## src/rtl/hazard_scoreboard.sv

```systemverilog
// Scoreboard issue controller: per-register pending-write counters, multiplier
// occupancy and branch flush window. Optional SCOREBOARD_WB_BYPASS_EN lets a consumer issue in its producer's retire cycle.
module hazard_scoreboard #(
  parameter int MAX_PEND  = 3,
  parameter int MUL_LAT   = 4,
  parameter int FLUSH_CYC = 2
) (
  input  logic       clk,
  input  logic       rst,
  input  logic       id_valid_inst,
  input  logic [4:0] id_ra_idx,
  input  logic [4:0] id_rb_idx,
  input  logic       id_reg_wr,
  input  logic [4:0] id_dest_idx,
  input  logic       id_is_mul,
  input  logic       ex_take_branch,
  input  logic       wb_valid_inst,
  input  logic       wb_reg_wr,
  input  logic [4:0] wb_dest_idx,
  output logic       id_stall,
  output logic       id_issue,
  output logic       pipe_flush,
  output logic       mul_busy,
  output logic       pending_any,
  output logic       sb_err,
  output logic       flush_state
);

  localparam int CW = $clog2(MAX_PEND + 1);
  localparam int MW = $clog2(MUL_LAT + 1);
  localparam int FW = $clog2(FLUSH_CYC + 1);
  localparam logic [CW-1:0] PEND_MAX   = CW'(MAX_PEND);
  localparam logic [CW-1:0] PEND_ONE   = CW'(1);
  localparam logic [MW-1:0] MUL_LOAD   = MW'(MUL_LAT - 1);
  localparam logic [FW-1:0] FLUSH_LOAD = FW'(FLUSH_CYC - 1);
  localparam logic [FW-1:0] FCNT_ONE   = FW'(1);

  typedef enum logic {
    IDLE  = 1'b0,
    FLUSH = 1'b1
  } flush_state_t;

  flush_state_t state, state_nxt;
  logic [FW-1:0] fcnt, fcnt_nxt;
  logic [MW-1:0] mcnt;
  logic [CW-1:0] pend     [32];
  logic [CW-1:0] pend_nxt [32];
  logic [31:0]   inc_vec;
  logic [31:0]   dec_vec;
  logic          err_set;
  logic          wb_dec;
  logic          ra_haz, rb_haz, sat_haz, mul_haz, any_haz;

  assign wb_dec = wb_valid_inst && wb_reg_wr && (wb_dest_idx != 5'd0);

  // Source hazards; x0 reads never hazard.
  always_comb begin
    ra_haz = (id_ra_idx != 5'd0) && (pend[id_ra_idx] != '0);
    rb_haz = (id_rb_idx != 5'd0) && (pend[id_rb_idx] != '0);
`ifdef SCOREBOARD_WB_BYPASS_EN
    if (wb_dec && (wb_dest_idx == id_ra_idx) && (pend[id_ra_idx] == PEND_ONE))
      ra_haz = 1'b0;
    if (wb_dec && (wb_dest_idx == id_rb_idx) && (pend[id_rb_idx] == PEND_ONE))
      rb_haz = 1'b0;
`endif
    sat_haz = id_reg_wr && (id_dest_idx != 5'd0) && (pend[id_dest_idx] == PEND_MAX);
    mul_haz = id_is_mul && mul_busy;
    any_haz = ra_haz || rb_haz || sat_haz || mul_haz;
  end

  assign mul_busy = (mcnt != '0);
  assign id_stall = id_valid_inst && !pipe_flush && any_haz;
  assign id_issue = id_valid_inst && !pipe_flush && !any_haz;

  // Bit 0 is masked so x0 is never tracked.
  always_comb begin
    inc_vec = '0;
    dec_vec = '0;
    if (id_issue && id_reg_wr)
      inc_vec = (32'd1 << id_dest_idx) & ~32'd1;
    if (wb_dec)
      dec_vec = (32'd1 << wb_dest_idx) & ~32'd1;
  end

  always_comb begin
    err_set = 1'b0;
    for (int r = 0; r < 32; r++) begin
      pend_nxt[r] = pend[r];
      case ({inc_vec[r], dec_vec[r]})
        2'b10: pend_nxt[r] = pend[r] + PEND_ONE;
        2'b01: begin
          if (pend[r] == '0) err_set = 1'b1;
          else pend_nxt[r] = pend[r] - PEND_ONE;
        end
        default: pend_nxt[r] = pend[r];
      endcase
    end
  end

  always_comb begin
    pending_any = 1'b0;
    for (int r = 1; r < 32; r++)
      if (pend[r] != '0) pending_any = 1'b1;
  end

  always_ff @(posedge clk or negedge rst) begin
    if (!rst) begin
      for (int r = 0; r < 32; r++) pend[r] <= '0;
      sb_err <= 1'b0;
    end else begin
      for (int r = 0; r < 32; r++) pend[r] <= pend_nxt[r];
      if (err_set) sb_err <= 1'b1;
    end
  end

  // Multiplier occupancy: the issue cycle itself is not counted as busy.
  always_ff @(posedge clk or negedge rst) begin
    if (!rst)
      mcnt <= '0;
    else if (id_issue && id_is_mul)
      mcnt <= MUL_LOAD;
    else if (mcnt != '0)
      mcnt <= mcnt - MW'(1);
  end

  always_ff @(posedge clk or negedge rst) begin
    if (!rst) begin
      state <= IDLE;
      fcnt  <= '0;
    end else begin
      state <= state_nxt;
      fcnt  <= fcnt_nxt;
    end
  end

  // fcnt holds the FLUSH-state cycles still to run, counting the current one.
  always_comb begin
    state_nxt   = state;
    fcnt_nxt    = fcnt;
    pipe_flush  = ex_take_branch || (state == FLUSH);
    flush_state = (state == FLUSH);
    case (state)
      IDLE: begin
        if (ex_take_branch && (FLUSH_CYC > 1)) begin
          state_nxt = FLUSH;
          fcnt_nxt  = FLUSH_LOAD;
        end
      end
      FLUSH: begin
        if (ex_take_branch) begin
          fcnt_nxt = FLUSH_LOAD;
        end else if ((fcnt == FCNT_ONE) || (fcnt == '0)) begin
          state_nxt = IDLE;
          fcnt_nxt  = '0;
        end else begin
          fcnt_nxt = fcnt - FCNT_ONE;
        end
      end
      default: begin
        state_nxt = IDLE;
        fcnt_nxt  = '0;
      end
    endcase
  end

endmodule

```

## config.mk

```make
export PLATFORM = sky130hd
export DESIGN_NAME = hazard_scoreboard
export DESIGN_NICKNAME = d
export VERILOG_FILES = /design/src/rtl/hazard_scoreboard.sv
export SDC_FILE = /design/constraint.sdc
export NUM_CORES = 1
export LEC_CHECK = 0
export BUFFER_PORTS_ARGS = -buffer_cell sky130_fd_sc_hd__buf_4
export CORE_MARGIN = 1.5
export CORE_UTILIZATION = 35
export CTS_BUF_LIST = sky130_fd_sc_hd__clkbuf_2
export DETAILED_ROUTE_END_ITERATION = 16
export HOLD_SLACK_MARGIN = 0.06
export MAX_ROUTING_LAYER = met4
export SKIP_CTS_REPAIR_TIMING = 1
export SYNTH_ARGS = -nofsm -noshare
export SYNTH_HDL_FRONTEND = slang
export SYNTH_SLANG_ARGS = --single-unit
```

## constraint.sdc

```tcl
create_clock -name clk -period 7.5 [get_ports clk]
set_input_delay 1.5 -clock clk [delete_from_list [all_inputs] [get_ports clk]]
set_output_delay 1.5 -clock clk [all_outputs]
set_load 0.005 [all_outputs]
```

==> metrics list <==
- At the worst endpoint, the arrival time is roughly 3900 ps.
* Drt first-iter violations: roughly 720
- Fmax achieved: between 150 and 200 MHz
* VDD IR-drop max: approximately 77 uV
- The synthesized design contains 69 register bits.
- The analysis attributes to cell leakage a power of roughly 0.0024 uW.
* Critical Setup Path Class: primary input to primary output
* Most frequent cells in the layout: 105 x sky130_fd_sc_hd__nor2_1, 90 x sky130_fd_sc_hd__nand2_1, 69 x sky130_fd_sc_hd__dfrtp_1
- Number of nets produced by synthesis: roughly 770
- Maximum number of buffers from clock root to sink: 2
- In the routed design, unresolved DRC markers number 0.
- Dividing the detail-routed wire length by the instance count gives about 20 um.
* Fraction of layout instances using a drive strength above 1: a little over a tenth
- Global routing usage on met3: 5.779%
- In this run the critical register-to-register path is launched from pend[12].
- Worst Hold Slack: roughly 540 ps
- Counting instances, the worst hold path has a depth of 1.
- The flow ran to the end, and the final reports show no timing, DRC or antenna violations.
* Number of iterations in the first detailed-routing pass: 7
* Number of sinks handled by clock tree synthesis: just under 70
- From bottom edge to top edge, the die measures about 130 um.
* Critical path capture point type: primary output
- Counting the buffers created by CTS gives 9.
- Measured against its own limit, the worst slew margin works out to between 30% and 40%.
* Final count of negative-setup-slack endpoints: 0
- Counting flops with an async set or reset pin after synthesis yields a share of 100.0%.
- Critical path required time: around 6000 ps
- Clock slew at reported path FFs: around 190 ps
- Counting distinct cell types in the post-synthesis netlist gives 74.
- In the global route stage, met1 resource usage came out at between 30% and 40%.
- Max-cap violations in this run came to 0.
- Setup repair after global routing left no endpoint under its margin.
- Standard-cell row count: 45
* GR Overflow Total: 0
- Library cell occupying the most area in the post-synthesis netlist: sky130_fd_sc_hd__dfrtp_1
- For hold timing, the worst endpoint is pend[50].
* Wire length of the first global-routing pass: roughly 30 mm
* Share of synthesized area occupied by flip-flops and latches: 31.77%
* Final critical delay including setup and external delays: 5414 ps
- Gate Count Post-Synth: around 740
* Global route hottest layer: met2
* Nets@finish: just under 800
- TritonCTS built the clock tree.
- Maximum number of pins on one net before global-route repair: 70
- The routed layout has just under 6000 vias.
- DR vias/cell: roughly 6.2
- Final design utilization: approximately two fifths
- The Yosys step of the flow raised 0 warnings.
- STA classifies the critical path startpoint as a primary input.
- Number of global-route vias before repair: 5276
* Worst clock skew on the final layout: 46.25 ps
- Initial core utilization: 35.75%
* Gate power share: 24.7%
- Final ANT Viol Nets: 0
- For this design the top-level I/O count stands at 35.
* H-tree levels: 3
- In this run the horizontal extent of the chip is between 100 and 150 um.
* Pre-CTS worst setup slack: approximately 2100 ps
- The final hold violation count is 0.
- The worst hold path belongs to the class register to register.
- Global routing used between 30% and 40% of the available met2 tracks.
- Reg2Reg Capture Point: sb_err
* Syn Std Cell Area: approximately 5400 um2
* Fraction of synthesized cell area taken by the top area cell type: a little under a third
- Clock Root Buffer: sky130_fd_sc_hd__clkbuf_2
* P_int: a little over 500 uW
- Global routing used about a quarter of the available tracks.
- After routing, the total negative slack on setup checks comes to 0 ps.
- Portion of total power attributed to the clock network: 22.0%
- The most used flip-flop cell after synthesis is sky130_fd_sc_hd__dfrtp_1.
- Counting cells, the worst reg-to-reg path comes to 12.
* Global placement routability congestion: between 1 and 1.5
- Per report_power, the sequential group accounts for around 53% of the total.
- Total die area: about 16000 um2
- In this run the worst path has a maximum fanout of 19.
- A synthesized cell averages around 7.4 um2.
* Area Overhead vs Synth: 7.666%
* Reg2reg setup slack: 3290 ps
* Routed WL: 19.36 mm
* Count of flip-flops with a built-in enable after synthesis: 0
- For the pin with the worst max-slew slack, the measured transition is ~920 ps.
- Net switching is 37.25% of the power.
- The count of final max-slew check failures was 0.
* Worst setup slack after layout: ~2100 ps
- Dividing total power by cell area gives a power density of between 100 and 150 nW/um2.
- Switching power summed over all nets: 308.0 uW
- Core area: 15200 um2
- In the post-synthesis netlist, the biggest area contributors are sky130_fd_sc_hd__dfrtp_1 32%, sky130_fd_sc_hd__nor2_1 7.3%, sky130_fd_sc_hd__o21ai_0 6.3%, sky130_fd_sc_hd__nand2_1 6.2%, sky130_fd_sc_hd__a21oi_1 4.3%.
- The wire-length estimate of the detail-placed layout is 14.72 mm.
- At the later pin of the worst-skew pair, clock insertion delay measures slightly above 600 ps.
- Number of port buffers: 34
- Initial antenna violation count: 1
- The final critical path takes up between 70% and 80% of the cycle.
* Hold wc startpoint: pend[50]
- Leaving out fill and tap cells, the most frequent cell in the layout is sky130_fd_sc_hd__nor2_1.
[layout make-up]
| cell class | instances | area (um2) |
|---|---|---|
| multi-input cells | 603 | 3418 |
| clock buffers | 9 | 45.04 |
| well taps | 188 | 235.2 |
| fillers | 1623 | 9350 |
| repair buffers | 36 | 270.3 |
| flip-flops and latches | 69 | 1727 |
| inverters | 31 | 121.4 |
| clock inverters | 7 | 32.53 |
| diodes | 1 | 2.502 |
[state kept, by name, summed over array words and instances, names as in the netlist]
register	count
pend	62
mcnt	3
fcnt	2
flush_state	1
sb_err	1
[power groups by stage]
stage	Clock [uW]	Sequential [uW]	Combinational [uW]
finish	182	441	205
global route	207	447	227
CTS	190	441	202
detailed placement	0	448	201
global placement	0	447	201
floorplan	0	437	140
[kinds of logic after synthesis]
kind of cell,count (synthesis),share of synthesized area (%)
flip-flops,69,31.77
AND/OR/NAND/NOR,388,35.52
XOR/XNOR,3,0.4835
AO/OA/AOI/OAI,202,23.39
multiplexers,8,3.039
buffers and inverters,65,5.340
adder cells (fa/ha/maj),2,0.4603
[synth_stat cells, types with 3 or more instances]
master / number
sky130_fd_sc_hd__a2111oi_0: 3
sky130_fd_sc_hd__a211oi_1: 13
sky130_fd_sc_hd__a21boi_0: 3
sky130_fd_sc_hd__a21oi_1: 47
sky130_fd_sc_hd__a22oi_1: 3
sky130_fd_sc_hd__a311oi_1: 4
sky130_fd_sc_hd__a31o_2: 3
sky130_fd_sc_hd__a31oi_1: 10
sky130_fd_sc_hd__and2_1: 10
sky130_fd_sc_hd__and3_1: 15
sky130_fd_sc_hd__and4_1: 4
sky130_fd_sc_hd__buf_2: 8
sky130_fd_sc_hd__buf_6: 3
sky130_fd_sc_hd__clkbuf_1: 19
sky130_fd_sc_hd__dfrtp_1: 69
sky130_fd_sc_hd__inv_1: 29
sky130_fd_sc_hd__mux4_2: 4
sky130_fd_sc_hd__nand2_1: 90
sky130_fd_sc_hd__nand2b_1: 10
sky130_fd_sc_hd__nand3_1: 29
sky130_fd_sc_hd__nand3b_1: 10
sky130_fd_sc_hd__nand4_1: 19
sky130_fd_sc_hd__nand4b_1: 3
sky130_fd_sc_hd__nor2_1: 105
sky130_fd_sc_hd__nor2b_1: 5
sky130_fd_sc_hd__nor3_1: 40
sky130_fd_sc_hd__nor3b_1: 3
sky130_fd_sc_hd__nor4_1: 16
sky130_fd_sc_hd__o2111ai_1: 3
sky130_fd_sc_hd__o211ai_1: 3
sky130_fd_sc_hd__o21a_1: 6
sky130_fd_sc_hd__o21ai_0: 68
sky130_fd_sc_hd__o22ai_1: 5
sky130_fd_sc_hd__o31a_1: 3
sky130_fd_sc_hd__o31ai_1: 6
sky130_fd_sc_hd__or2_2: 12
sky130_fd_sc_hd__or3_1: 4
sky130_fd_sc_hd__or4_1: 3
sky130_fd_sc_hd__xnor2_1: 3
[worst max path at each step]
stage                       startpoint  endpoint  slack [ps]  depth (start not counted)
after detailed placement  id_rb_idx[1]  id_issue        2140                          9
final                     id_rb_idx[1]  id_issue        2090                          9
after global placement    id_rb_idx[1]  id_issue        2220                          9
after floorplan           id_rb_idx[0]  id_issue        2610                         10
after global routing      id_rb_idx[1]  id_issue        1990                          9
after CTS                 id_rb_idx[1]  id_issue        2140                          9
[worst max-delay path, stage by stage]
cell,delay [ps]
sky130_fd_sc_hd__buf_4,180
sky130_fd_sc_hd__mux4_1,550
sky130_fd_sc_hd__or4b_1,480
sky130_fd_sc_hd__o311ai_1,110
sky130_fd_sc_hd__nor4_2,130
sky130_fd_sc_hd__and4_1,380
sky130_fd_sc_hd__nand2_4,240
sky130_fd_sc_hd__clkinv_4,170
sky130_fd_sc_hd__buf_4,180
[routing by layer]
metal | vias up | wire length [um]
met5 | - | 0
met4 | 0 | 594
met1 | 2756 | 8814
met2 | 316 | 8136
li1 | 2733 | -
met3 | 46 | 1818
[stage by stage]
step                      instances  total power (uW)  instance area [um2]
after detailed placement        927             649.0                 5772
after global routing            944             881.3                 5852
final                           944             826.7                 5852
after CTS                       943             832.6                 5849
after global placement          927             647.9                 5772
after floorplan                 737             576.2                 5435
(Power assumes the default switching activity.)
